<file path="config.mk">
export PLATFORM = sky130hd
export DESIGN_NAME = hamming_secded_decoder
export DESIGN_NICKNAME = d
export VERILOG_FILES = /design/src/rtl/hamming_secded_decoder.sv
export SDC_FILE = /design/constraint.sdc
export NUM_CORES = 1
export LEC_CHECK = 0
export BUFFER_PORTS_ARGS = -buffer_cell sky130_fd_sc_hd__buf_2
export CELL_PAD_IN_SITES_DETAIL_PLACEMENT = 1
export CELL_PAD_IN_SITES_GLOBAL_PLACEMENT = 2
export CORE_MARGIN = 8
export CORE_UTILIZATION = 32
export CTS_CLUSTER_SIZE = 12
export DETAILED_ROUTE_END_ITERATION = 8
export PLACE_DENSITY = 0.82
export SYNTH_ARGS = -nofsm -noshare
export SYNTH_HDL_FRONTEND = slang
export SYNTH_SLANG_ARGS = --single-unit
</file>
<file path="constraint.sdc">
create_clock -name clk -period 4.25 [get_ports clk]
set_input_delay 0.85 -clock clk [delete_from_list [all_inputs] [get_ports clk]]
set_output_delay 0.85 -clock clk [all_outputs]
set_load 0.02 [all_outputs]
</file>
<file path="src/rtl/hamming_secded_decoder.sv">
// hamming_secded_decoder
//   Registered extended-Hamming SECDED decoder for 2^R-bit codewords.
//   Codeword bit 0 is the overall parity. Bit i (1..2^R-1) is Hamming
//   position i: parity bits sit at power-of-two positions and data bits
//   fill the remaining positions in ascending order.
//   The decoder corrects single errors (when correct_en is set when the
//   word is accepted) and flags double errors. The result is registered
//   one cycle after acceptance. Two saturating counters track the
//   corrected and uncorrectable words.
//
// Ports
//   clk, rst        rising-edge clock, synchronous active-high reset
//   in_code         received codeword (2^R bits)
//   in_valid        in_code valid
//   in_ready        block can take in_code this cycle
//   correct_en      1 = correct single errors, 0 = detect only
//   out_data        decoded data (2^R - R - 1 bits)
//   out_valid       out_* valid
//   out_ready       consumer accepts out_*
//   out_corrected   single error found
//   out_uncorr      double error detected
//   out_syndrome    Hamming syndrome of the word
//   clr_cnt         synchronous clear of both counters (wins over increment)
//   cnt_corrected   saturating count of corrected words
//   cnt_uncorr      saturating count of uncorrectable words
module hamming_secded_decoder #(
  parameter int R     = 3,
  parameter int CNT_W = 8
) (
  input  logic                      clk,
  input  logic                      rst,
  input  logic [(1<<R)-1:0]         in_code,
  input  logic                      in_valid,
  output logic                      in_ready,
  input  logic                      correct_en,
  output logic [(1<<R)-R-2:0]       out_data,
  output logic                      out_valid,
  input  logic                      out_ready,
  output logic                      out_corrected,
  output logic                      out_uncorr,
  output logic [R-1:0]              out_syndrome,
  input  logic                      clr_cnt,
  output logic [CNT_W-1:0]          cnt_corrected,
  output logic [CNT_W-1:0]          cnt_uncorr
);

  localparam int CW_W   = 1 << R;
  localparam int DATA_W = CW_W - R - 1;
  localparam logic [CW_W-1:0] ONE = CW_W'(1);

  // Positions i (1..CW_W-1) whose index has bit k set.
  function automatic logic [CW_W-1:0] syn_mask(input int k);
    logic [CW_W-1:0] m;
    m = '0;
    for (int i = 1; i < CW_W; i++) begin
      if (((i >> k) & 1) == 1) m = m | (ONE << i);
    end
    return m;
  endfunction

  // Codeword position holding data bit j (j-th non-power-of-two index >= 3).
  function automatic int data_pos(input int j);
    int cnt;
    int pos;
    cnt = 0;
    pos = 0;
    for (int i = 3; i < CW_W; i++) begin
      if ((i & (i - 1)) != 0) begin
        if (cnt == j) pos = i;
        cnt++;
      end
    end
    return pos;
  endfunction

  function automatic logic [CNT_W-1:0] sat_inc(input logic [CNT_W-1:0] c);
    return (c == {CNT_W{1'b1}}) ? c : c + 1'b1;
  endfunction

  logic [R-1:0]        syn_p0;
  logic                par_p0;
  logic                corr_p0;
  logic                unc_p0;
  logic [CW_W-1:0]     fix_p0;
  logic [DATA_W-1:0]   dat_p0;
  logic                acc_p0;

  logic                vld_p1;
  logic [DATA_W-1:0]   dat_p1;
  logic [R-1:0]        syn_p1;
  logic                corr_p1;
  logic                unc_p1;
  logic [CNT_W-1:0]    cnt_corr;
  logic [CNT_W-1:0]    cnt_unc;

  // ---- stage p0: combinational decode of the incoming codeword ----
  for (genvar k = 0; k < R; k++) begin : g_syn
    localparam logic [CW_W-1:0] MASK = syn_mask(k);
    assign syn_p0[k] = ^(in_code & MASK);
  end

  assign par_p0  = ^in_code;
  // Odd overall parity means exactly one flipped bit (possibly bit 0 itself);
  // even parity with a nonzero syndrome means two flipped bits.
  assign corr_p0 = par_p0;
  assign unc_p0  = !par_p0 && (syn_p0 != '0);
  // Syndrome 0 with odd parity points at bit 0, which carries no data, so
  // flipping it is harmless and keeps the expression uniform.
  assign fix_p0  = (par_p0 && correct_en) ? (in_code ^ (ONE << syn_p0)) : in_code;

  for (genvar j = 0; j < DATA_W; j++) begin : g_dat
    localparam int POS = data_pos(j);
    assign dat_p0[j] = fix_p0[POS];
  end

  assign in_ready = !vld_p1 || out_ready;
  assign acc_p0   = in_valid && in_ready;

  // ---- stage p1: output register and counters ----
  always_ff @(posedge clk) begin
    if (rst) begin
      vld_p1   <= 1'b0;
      dat_p1   <= '0;
      syn_p1   <= '0;
      corr_p1  <= 1'b0;
      unc_p1   <= 1'b0;
      cnt_corr <= '0;
      cnt_unc  <= '0;
    end else begin
      if (acc_p0) begin
        vld_p1  <= 1'b1;
        dat_p1  <= dat_p0;
        syn_p1  <= syn_p0;
        corr_p1 <= corr_p0;
        unc_p1  <= unc_p0;
      end else if (out_ready) begin
        vld_p1  <= 1'b0;
      end

      if (clr_cnt) begin
        cnt_corr <= '0;
        cnt_unc  <= '0;
      end else if (acc_p0) begin
        if (corr_p0) cnt_corr <= sat_inc(cnt_corr);
        if (unc_p0)  cnt_unc  <= sat_inc(cnt_unc);
      end
    end
  end

  assign out_valid     = vld_p1;
  assign out_data      = dat_p1;
  assign out_syndrome  = syn_p1;
  assign out_corrected = corr_p1;
  assign out_uncorr    = unc_p1;
  assign cnt_corrected = cnt_corr;
  assign cnt_uncorr    = cnt_unc;

endmodule

</file>
==> impl_metrics.py <==
metrics = {
    "detailed_routing": {
        "vias": 1463,
        "drt_iter0_drc": 60,
        "firstDrtPassIters": 3,
        "antenna_left": 0,
        "vias_per_cell": 5.46,
        "wl_per_cell_um": 14.9,
        "drc": 0,
        "wirelength_mm": 4.00,
    },
    "cts": {
        "h-tree-depth": 1,
        "worstSkewPairLatency_ns": 0.27,
        "cts-buffers-inserted": 3,
        "clock-sinks": 26,
        "cts_setup_buffers": 0,
        "postCtsHoldBufs": 0,
        "clockBufferDepth": 2,
        "root_buffer": "clkbuf_8",
        "tritoncts": "built",
        "clk_pin_slew_ns": 0.09,
        "cts_resized": 0,
    },
    "worst_setup_path": {
        "critPathMostFrequentCell": "xnor2_1",
        "start_kind": "input port",
        "rrSetupSlack_ns": 2.50,
        "max_stage_delay_ns": 0.59,
        "reg2reg_to": "cnt_uncorr[5]",
        "cp_data_required_time_ns": 4.45,
        "critPathMaxFanout": 15,
        "cp-end-kind": "flop",
        "path_buf_inv": 1,
        "cp_top_family": "XOR/XNOR gates",
        "slowest_stage": "or4_1",
        "r2r_cells": 6,
        "critPathKind": "in2reg",
        "cp_cell_sequence": "buf_2 -> xnor2_1 -> xnor2_2 -> xnor2_1 -> or4_1 -> a21oi_1",
        "critical_path_arrival_ns": 2.69,
        "reg2reg_from": "cnt_uncorr[0]",
    },
    "logic_synthesis": {
        "synth_top_area_cell": "dfxtp_1",
        "synth_top_area_frac": 0.345,
        "yosysUniqueCellTypes": 36,
        "syn_area_mm2": 0.00151,
        "ys.flop_type": "dfxtp_1",
        "synth_edf_count": 0,
        "synth-seq-cells": 26,
        "async_reset_ff_frac": 0,
        "yosysWarnings": 0,
        "synth.yosys.seq_area_share": 0.345,
        "syn_nets": 193,
        "synthCells": 177,
        "synthTopCellsByArea": "dfxtp_1, xnor2_1, mux2i_1, a211oi_1, nand2_1",
        "avgSynthCellArea_um2": 8.53,
    },
    "sta": {
        "finalSetupTns_ns": 0,
        "rsz0062_at_grt": "no",
        "finalSetupViolations": 0,
        "maxSlewHeadroom": 0.343,
        "fmax_ghz": 0.403,
        "slew_viol_final": 0,
        "hold_violations": 0,
        "finalCritPeriodShare": 0.584,
        "clock_skew_ns": 0.00420,
        "worstMarginPinSlew_ns": 0.979,
        "fin_crit_ns": 2.48,
        "holdWs_ns": 0.496,
    },
    "final_layout": {
        "final_common_cell": "buf_2",
        "area_growth_pct": 19.7,
        "drive_above_1_share": 0.252,
        "n_antenna_cell": 0,
        "stdcell_count": 268,
        "multiInputGateArea_um2": 942,
        "seqCellArea_um2": 520,
        "nets": 231,
        "final_area_mm2": 0.00181,
        "nFillCells": 564,
        "layout_common_cells": "buf_2, dfxtp_1, nand2_1",
    },
    "placement": {
        "dpl-instance-area_mm2": 0.00175,
        "gp_congestion": 0.730,
        "port-buffer-count": 40,
        "dp_cells": 264,
        "dp_hpwl_mm": 3.10,
    },
    "floorplanning": {
        "die-area_mm2": 0.00717,
        "dieHeight_um": 84.7,
        "num_io_pins": 41,
        "initial_utilization": 0.326,
        "core-area_mm2": 0.00463,
        "rows": 25,
        "die-width_um": 84.7,
    },
    "global_route": {
        "grt_overflow": 0,
        "grt_max_degree": 25,
        "grt_pass1_vias": 1518,
        "antenna_found_initial": 0,
        "grt_first_pass_wirelength_mm": 7.06,
        "grt_usage": 0.116,
    },
    "status": {
        "status": "completed",
    },
    "worst_hold_path": {
        "hp-start": "cnt_uncorr[6]",
        "min_path_type": "reg2reg",
        "min_path_cells": 2,
        "hold_end": "cnt_uncorr[6]",
    },
    "pwr": {
        "p_sw_uw": 188,
        "internal_power_uw": 386,
        "clkPwrFrac": 0.279,
        "powerDensity_mw_per_mm2": 317,
        "p_sw_frac": 0.327,
        "p_comb_frac": 0.267,
        "vdd_drop_max_mv": 0.121,
        "leakage_uw": 0.000679,
        "p_seq_frac": 0.454,
    },
    "job": {
        "maxCapViolations": 0,
    },
}
## kinds of logic after synthesis
| kind of cell | after synthesis | share of synthesized area |
|---|---|---|
| buffers and inverters | 12 | 0.0315 |
| xor gates and xnor gates | 19 | 0.125 |
| AOI/OAI and AO/OA | 37 | 0.178 |
| adders and majority gates | 2 | 0.0166 |
| muxes | 8 | 0.0530 |
| DFF | 26 | 0.345 |
| and+or+nand+nor | 73 | 0.251 |
## through the flow
step | util | setup slack (ns) | power, uW
after floorplan | - | 1.86 | 377
after global placement | 0.379 | 1.49 | 420
after detailed placement | 0.379 | 1.44 | 421
after CTS | 0.391 | 1.72 | 583
after global routing | 0.391 | 1.51 | 606
final | 0.391 | 1.77 | 573
## synth_stat cells, types with 2 or more instances
cell       count
dfxtp_1       26
nand2_1       18
nand3_1       11
a21oi_1       10
nor2_1        10
xnor2_1       10
a211oi_1       9
or3_1          9
mux2i_1        8
nor3_1         7
xor2_1         6
clkbuf_1       5
inv_1          4
nand4_1        4
o21ai_0        4
a311oi_1       3
o2111ai_1      3
o31ai_1        3
or4_1          3
a2111oi_2      2
and2_1         2
and3_1         2
buf_2          2
ha_1           2
or3_2          2
xor2_2         2
## power groups by stage
stage	Combinational, uW	Sequential [uW]	Clock, uW
after floorplan	98.3	278	0
after global placement	154	266	0
after detailed placement	155	266	0
after CTS	155	261	168
after global routing	169	262	175
final	153	260	160
## flip-flops by register name, summed over array words and instances (netlist names)
register / cells
cnt_uncorr: 8
out_corrected: 1
out_uncorr: 1
out_data: 4
out_valid: 1
cnt_corrected: 8
out_syndrome: 3
## routing by layer
metal,GRT usage,up-vias,routed length [um],share of wire
met5,0,-,0,0
met4,0.0388,0,36,0.0090
met3,0.0195,2,150,0.037
met2,0.190,20,1860,0.46
met1,0.150,711,1960,0.49
li1,-,730,-,-
## worst max-delay path by stage
stage / start / end / slack (ns) / cells after the start
after floorplan: in_code[7] / cnt_uncorr[6] / 1.86 / 6
after global placement: in_code[1] / cnt_corrected[7] / 1.49 / 6
after detailed placement: in_code[7] / cnt_corrected[1] / 1.44 / 6
after CTS: in_code[7] / cnt_corrected[1] / 1.72 / 6
after global routing: in_code[7] / cnt_corrected[1] / 1.51 / 6
final: in_code[1] / cnt_corrected[7] / 1.77 / 6
## layout make-up
| class | instances | share of cell area |
|---|---|---|
| inverter | 4 | 0.00830 |
| tap | 54 | 0.0374 |
| timing repair buffer | 41 | 0.115 |
| sequential | 26 | 0.288 |
| clock buffer | 4 | 0.0304 |
| multi-input combinational | 139 | 0.521 |
## tightest hold or removal path, cell delays in order, from the launching register on
cell and delay [ns]:
dfxtp_1 0.34, nand2_1 0.06, mux2i_1 0.05
No activity file was read; power rests on OpenSTA's default activity.
